==> config.mk <==
export PLATFORM = sky130hd
export DESIGN_NAME = multicycle_control
export DESIGN_NICKNAME = d
export VERILOG_FILES = /design/src/rtl/multicycle_control_pkg.sv /design/src/rtl/multicycle_control_alu16.sv /design/src/rtl/multicycle_control.sv
export SDC_FILE = /design/constraint.sdc
export NUM_CORES = 1
export LEC_CHECK = 0
export ABC_AREA = 1
export CAP_MARGIN = 20
export CORE_MARGIN = 3
export CORE_UTILIZATION = 56
export DETAILED_ROUTE_END_ITERATION = 10
export PLACE_DENSITY = 0.81
export REMOVE_ABC_BUFFERS = 1
export SLEW_MARGIN = 10
export SYNTH_ARGS = -nofsm -noshare
export SYNTH_HDL_FRONTEND = slang
export SYNTH_HIERARCHICAL = 1
export SYNTH_SLANG_ARGS = --single-unit
==> constraint.sdc <==
create_clock -name clock -period 3.8 [get_ports clock]
set_input_delay 0.76 -clock clock [delete_from_list [all_inputs] [get_ports clock]]
set_output_delay 0.76 -clock clock [all_outputs]
set_load 0.01 [all_outputs]
==> src/rtl/multicycle_control_pkg.sv <==
// Shared opcodes, FSM states, ALU function codes and instruction field positions
// for the multicycle sequencer.
package multicycle_control_pkg;

    typedef enum logic [3:0] {
        OP_ADD  = 4'h0,
        OP_SUB  = 4'h1,
        OP_AND  = 4'h2,
        OP_OR   = 4'h3,
        OP_XOR  = 4'h4,
        OP_SLT  = 4'h5,
        OP_ADDI = 4'h6,
        OP_LW   = 4'h7,
        OP_SW   = 4'h8,
        OP_BEQ  = 4'h9,
        OP_JMP  = 4'hA,
        OP_LUI  = 4'hB,
        OP_HALT = 4'hF
    } opcode_t;

    typedef enum logic [2:0] {
        S_FETCH,
        S_DECODE,
        S_EXECUTE,
        S_MEM,
        S_WRITEBACK,
        S_HALT
    } state_t;

    typedef enum logic [2:0] {
        ALU_ADD,
        ALU_SUB,
        ALU_AND,
        ALU_OR,
        ALU_XOR,
        ALU_SLT,
        ALU_PASS_B
    } alu_fn_t;

    localparam int unsigned OP_HI  = 15;
    localparam int unsigned OP_LO  = 12;
    localparam int unsigned RD_HI  = 11;
    localparam int unsigned RD_LO  = 9;
    localparam int unsigned RS1_HI = 8;
    localparam int unsigned RS1_LO = 6;
    localparam int unsigned RS2_HI = 5;
    localparam int unsigned RS2_LO = 3;
    localparam int unsigned IMM_HI = 5;
    localparam int unsigned IMM_LO = 0;

    function automatic logic [15:0] sext6(input logic [5:0] imm);
        return {{10{imm[5]}}, imm};
    endfunction

    // Address-forming ops (ADDI/LW/SW) and illegal opcodes fall through to ADD.
    function automatic alu_fn_t alu_fn_for(input opcode_t op);
        case (op)
            OP_SUB:  return ALU_SUB;
            OP_AND:  return ALU_AND;
            OP_OR:   return ALU_OR;
            OP_XOR:  return ALU_XOR;
            OP_SLT:  return ALU_SLT;
            OP_LUI:  return ALU_PASS_B;
            default: return ALU_ADD;
        endcase
    endfunction

endpackage

==> src/rtl/multicycle_control_alu16.sv <==
// Combinational 16-bit ALU; all arithmetic wraps modulo 2^16, no flags.
module alu16
    import multicycle_control_pkg::*;
(
    input  logic [15:0] a,
    input  logic [15:0] b,
    input  logic [2:0]  fn,
    output logic [15:0] result
);

    always_comb begin
        result = '0;
        case (alu_fn_t'(fn))
            ALU_ADD:    result = a + b;
            ALU_SUB:    result = a - b;
            ALU_AND:    result = a & b;
            ALU_OR:     result = a | b;
            ALU_XOR:    result = a ^ b;
            ALU_SLT:    result = {15'b0, ($signed(a) < $signed(b))};
            ALU_PASS_B: result = b;
            default:    result = '0;
        endcase
    end

endmodule

==> src/rtl/multicycle_control.sv <==
// Multi-cycle fetch/decode/execute sequencer for the 16-bit Von Neumann CPU:
// owns PC, IR, A, B, ALUOut, MDR, the unified memory port and the regfile strobes.
module multicycle_control
    import multicycle_control_pkg::*;
#(
    parameter logic [15:0] RESET_PC = 16'h0000
) (
    input  logic        clock,
    input  logic        reset,
    output logic [15:0] memAddr,
    output logic [15:0] memWriteData,
    output logic        memRead,
    output logic        memWrite,
    input  logic        memReady,
    input  logic [15:0] memReadData,
    output logic [2:0]  regSource1,
    output logic [2:0]  regSource2,
    output logic [2:0]  regDestination,
    output logic [15:0] writeData,
    output logic        writeEnable,
    input  logic [15:0] data1,
    input  logic [15:0] data2,
    output logic        halted,
    output logic [15:0] pc
);

    state_t      state;
    logic [15:0] pc_q;
    logic [15:0] ir;
    logic [15:0] a_q;
    logic [15:0] b_q;
    logic [15:0] alu_out;
    logic [15:0] mdr;

    opcode_t     op;
    logic [2:0]  rd;
    logic [2:0]  rs1;
    logic [2:0]  rs2;
    logic [15:0] imm;
    logic [15:0] alu_b;
    logic [2:0]  alu_fn;
    logic [15:0] alu_result;

    assign op     = opcode_t'(ir[OP_HI:OP_LO]);
    assign rd     = ir[RD_HI:RD_LO];
    assign rs1    = ir[RS1_HI:RS1_LO];
    assign rs2    = ir[RS2_HI:RS2_LO];
    assign imm    = sext6(ir[IMM_HI:IMM_LO]);
    assign alu_fn = alu_fn_for(op);

    always_comb begin
        alu_b = b_q;
        if (op == OP_LUI) begin
            alu_b = {ir[7:0], 8'h00};
        end else if (op inside {OP_ADDI, OP_LW, OP_SW}) begin
            alu_b = imm;
        end
    end

    alu16 u_alu (
        .a      (a_q),
        .b      (alu_b),
        .fn     (alu_fn),
        .result (alu_result)
    );

    always_ff @(posedge clock) begin
        if (reset) begin
            state   <= S_FETCH;
            pc_q    <= RESET_PC;
            ir      <= '0;
            a_q     <= '0;
            b_q     <= '0;
            alu_out <= '0;
            mdr     <= '0;
        end else begin
            case (state)
                S_FETCH: begin
                    if (memReady) begin
                        ir    <= memReadData;
                        pc_q  <= pc_q + 16'd1;
                        state <= S_DECODE;
                    end
                end
                S_DECODE: begin
                    a_q   <= data1;
                    b_q   <= data2;
                    state <= S_EXECUTE;
                end
                S_EXECUTE: begin
                    alu_out <= alu_result;
                    case (op)
                        OP_ADD, OP_SUB, OP_AND, OP_OR, OP_XOR, OP_SLT, OP_ADDI, OP_LUI:
                            state <= S_WRITEBACK;
                        OP_LW, OP_SW:
                            state <= S_MEM;
                        OP_BEQ: begin
                            if (a_q == b_q) begin
                                pc_q <= pc_q + imm;
                            end
                            state <= S_FETCH;
                        end
                        OP_JMP: begin
                            pc_q  <= {pc_q[15:12], ir[11:0]};
                            state <= S_FETCH;
                        end
                        default: state <= S_HALT;
                    endcase
                end
                S_MEM: begin
                    if (memReady) begin
                        if (op == OP_LW) begin
                            mdr   <= memReadData;
                            state <= S_WRITEBACK;
                        end else begin
                            state <= S_FETCH;
                        end
                    end
                end
                S_WRITEBACK: state <= S_FETCH;
                S_HALT:      state <= S_HALT;
                default:     state <= S_HALT;
            endcase
        end
    end

    // Outputs decode straight from state so the first fetch appears in the first
    // cycle after reset and a mid-access reset drops the request before its edge.
    always_comb begin
        memAddr        = '0;
        memWriteData   = '0;
        memRead        = 1'b0;
        memWrite       = 1'b0;
        regSource1     = '0;
        regSource2     = '0;
        regDestination = '0;
        writeData      = '0;
        writeEnable    = 1'b0;
        halted         = 1'b0;
        pc             = reset ? RESET_PC : pc_q;
        if (!reset) begin
            regSource1     = rs1;
            regSource2     = (op == OP_SW || op == OP_BEQ) ? rd : rs2;
            regDestination = rd;
            writeData      = (op == OP_LW) ? mdr : alu_out;
            case (state)
                S_FETCH: begin
                    memRead = 1'b1;
                    memAddr = pc_q;
                end
                S_MEM: begin
                    memAddr = alu_out;
                    if (op == OP_SW) begin
                        memWrite     = 1'b1;
                        memWriteData = b_q;
                    end else begin
                        memRead = 1'b1;
                    end
                end
                S_WRITEBACK: writeEnable = 1'b1;
                S_HALT:      halted = 1'b1;
                default: ;
            endcase
        end
    end

endmodule

==> summary.md <==
| Metric | Value |
|---|---|
| Status | completed |
| Remaining DRCs | 0 |
| Yosys reg bits | 99 |
| Crit end category | flip-flop |
| DRT Wirelength | between 30000 and 40000 µm |
| Worst r2r path cells | 22 |
| Maximum clock rate | between 200 and 300 MHz |
| Distinct cells, synth | 46 |
| Top-area cell type share of the netlist area | 21.45% |
| Dominant cell type by area after synthesis | dfxtp_1 |
| Max-slew violations | 0 |
| Mapped Area | 0.009238 mm² |
| Hold Crit Depth | 2 |
| Largest family of logic cells by synthesized area | simple AND/OR/NAND/NOR gates |
| Full die area | 0.01807 mm² |
| Synth top area cells | dfxtp_1 21%, nand2_1 15%, inv_1 10% |
| CTS tree | built |
| Most used DFF post-synth | dfxtp_1 |
| Adder-Cell Fraction of Synth Area | 9.860% |
| Total CTS buffers | 9 |
| Register area | roughly 0.0020 mm² |
| Crit path kind | reg -> reg |
| Share of cells above drive strength 1 | under 10% |
| Die Ht | 134.4 µm |
| Die W | 134.4 µm |
| Simple-gate area share of the yosys netlist | 33.22% |
| Total core area | between 0.015 and 0.02 mm² |
| # IOs | about 130 |
| Post-synthesis compound-gate area fraction | 20.51% |
| H-tree levels | 3 |
| Grt ovf | 0 |
| Setup Skew | 10.44 ps |
| Hold crit path type | reg -> reg |
| Worst-Skew Late Latency | 360 ps |
| Avg WL per Cell | between 15 and 20 µm |
| Post-synth EDFFs | 0 |
| ANT cells | 0 |
| Core Rows | 46 |
| DRT iter0 DRCs | 1049 |
| Port bufs | 127 |
| CP Data Required Time | slightly above 4000 ps |
| Mean post-synth cell area | between 5 and 6 µm² |
| Xor and xnor area share after synthesis | less than 1% |
| Fill count | ~1500 |
| First-pass GRT wire length | 51630 µm |
| Final setup viols | 0 |
| Max Cap Violations | 0 |
| Arrival time at the worst endpoint | 3830 ps |
| Area of the multi-input gates | 0.005949 mm² |
| Setup ws final | 211.0 ps |
| Async SR Flop Fraction | 0% |
| Minimum clock period | 3589 ps |
| Slowest cell on crit path | ha_1 |
| Setup TNS | 0 ps |
| Fin. Hold Viols | 0 |
| Post-synthesis mux area share | 0% |
| Starting Density | 57.73% |
| Placer congestion estimate | 0.9717 |
| Register clock-pin slew on the reported worst setup and hold paths | 70 ps |
| Cell Pwr Density | a little under 500 mW/mm² |
| Worst Setup Start Kind | flip-flop |
| Vias in the first global route | 10137 |
| DP HPWL | 25360 µm |
| Final core occ | approximately 70% |
| Critical path's top delay family | simple AND/OR/NAND/NOR gates |
| Worst-path cell chain | inv_2 > nor2_4 > nand2_2 > nor2_2 > inv_1 > o21ai_2 > buf_4 > o21ai_0 > a21oi_1 > inv_1 > ha_1 > inv_1 > a21oi_1 > nand2_1 > nand2_2 > nand2_2 > nand2_1 > nand3_1 > nand3_1 > nand3_1 > o21ai_0 > nor2_1 |
| Worst-path fanout max | 10 |
| CTS root buf | clkbuf_16 |
| Max-slew headroom | 32.01% |
| Post-place setup slack | approximately 250 ps |
| CP peak stage delay | 470 ps |
| Largest net degree at the start of global routing | 79 |
| Synth warnings | 6 |
| Vias per inst | 5.646 |
| Clock tree buffer depth | 2 |
| Clock Sinks | 99 |
| Initial antenna violation count | 0 |
| Synth-to-layout area growth | 20.89% |
| Gr usage total | 35.81% |
| Post-DRT Antenna Nets | 0 |
| Gate Count Post-Synth | 1577 |
| Vias | 10829 |
| Worst vdd ir | slightly above 0.3 mV |
| Fraction of the yosys area taken by sequential cells | 21.45% |
| Post-layout net count | 1820 |
| Tcrit/Tclk final | between 90% and 100% |
| Critical Path Stages | 22 |
| Worst slew pin tran | 1009 ps |
| Leak pwr | 0.005308 µW |
| Post-CTS Setup Bufs | 0 |
| First-pass iteration count of the detailed router | 8 |
| Crit path buf inv count | 5 |
[timing repair]
action / in CTS / in global routing
gates resized for setup: 0 / 10
hold buffers: 0 / 0
endpoints found under the setup margin: 0 / 5
[through the flow]
step | cells | hold slack [ps] | cell area [µm²] | power, µW
floorplan | 1518 | 431.8 | 8947 | 3359
global placement | 1902 | 437.2 | 10820 | 4398
detailed placement | 1902 | 442.1 | 10820 | 4457
CTS | 1917 | 452.3 | 11120 | 5436
global route | 1918 | 478.0 | 11170 | 5923
finish | 1918 | 452.7 | 11170 | 5523
[area by class of cell]
type / instances / share of cell area, %
inverters: 274 / 9.244
flip-flops and latches: 99 / 17.76
clock buffers: 10 / 2.140
well taps: 216 / 2.420
multi-input cells: 1145 / 53.28
repair buffers: 169 / 14.61
clock inverters: 5 / 0.5490
[kinds of logic after synthesis]
family / after synthesis
and+or+nand+nor: 725
AOI/OAI and AO/OA: 342
DFF: 99
adders and majority gates: 71
xor gates and xnor gates: 7
buffers and inverters: 333
[cells in the mapped netlist (all sizes together) (2+ instances only)]
cell     instances
nand2          389
inv            272
nor2           189
o21ai          145
a21oi          140
nand3          109
dfxtp           99
ha              68
clkbuf          32
buf             27
nor3            15
nand4           13
o221ai          13
a22o            11
o22ai           11
xor2             7
o21bai           6
and2             5
o211ai           5
a211oi           3
fa               3
o2111ai          3
clkinv           2
nand3b           2
nor4             2
[tightest hold or removal path: cells and delay by family (launching register included)]
kind | cells | cell delay [ps]
buffers and inverters | 1 | 60
AOI/OAI and AO/OA | 1 | 50
DFF | 1 | 300
[state kept, by name (all words and copies together) (netlist names)]
register / flops
mdr: 16
alu_out: 16
b_q: 16
a_q: 16
ir: 16
pc_q: 16
state: 3
[cell usage in the layout, fill, tap and decap left out, drive strengths merged]
| cell | count |
|---|---|
| fa | 3 |
| bufinv | 1 |
| nand4 | 13 |
| a311oi | 1 |
| clkdlybuf4s50 | 127 |
| o22ai | 11 |
| o211ai | 5 |
| and2 | 5 |
| ha | 68 |
| o221ai | 13 |
| clkinv | 5 |
| a22o | 11 |
| a221oi | 1 |
| nor2 | 189 |
| nand2 | 389 |
| o21bai | 6 |
| a21oi | 140 |
| clkbuf | 10 |
| nand3b | 2 |
| a31oi | 1 |
| a211oi | 3 |
| o21ai | 145 |
| or2 | 1 |
| o2111ai | 3 |
| dfxtp | 99 |
| nor4 | 2 |
| buf | 42 |
| o31ai | 1 |
| o311ai | 1 |
| xor2 | 7 |
| nand3 | 109 |
| nor3 | 15 |
| inv | 273 |
[layer usage]
metal | routed length, µm | track usage (%)
met1 | 13080 | 43.89
met2 | 15660 | 61.42
met3 | 2597 | 5.514
met5 | 0 | 0
met4 | 1715 | 17.14
[final timing paths]
kind                              end  slack, ps                  from
max          alu_out[15]$_SDFFE_PP0P_        210   ir[15]$_SDFFE_PP0P_
max reg2reg  alu_out[15]$_SDFFE_PP0P_        210   ir[15]$_SDFFE_PP0P_
min reg2reg      mdr[14]$_SDFFE_PP0P_        450  mdr[14]$_SDFFE_PP0P_
min              mdr[14]$_SDFFE_PP0P_        450  mdr[14]$_SDFFE_PP0P_
[power breakdown]
part           total, µW  internal [µW]  switching, µW
combinational       3170           1120           2040
sequential          1370           1200            177
clock                981            530            451
total               5520           2850           2670
Power figures use the tool's default switching activity.
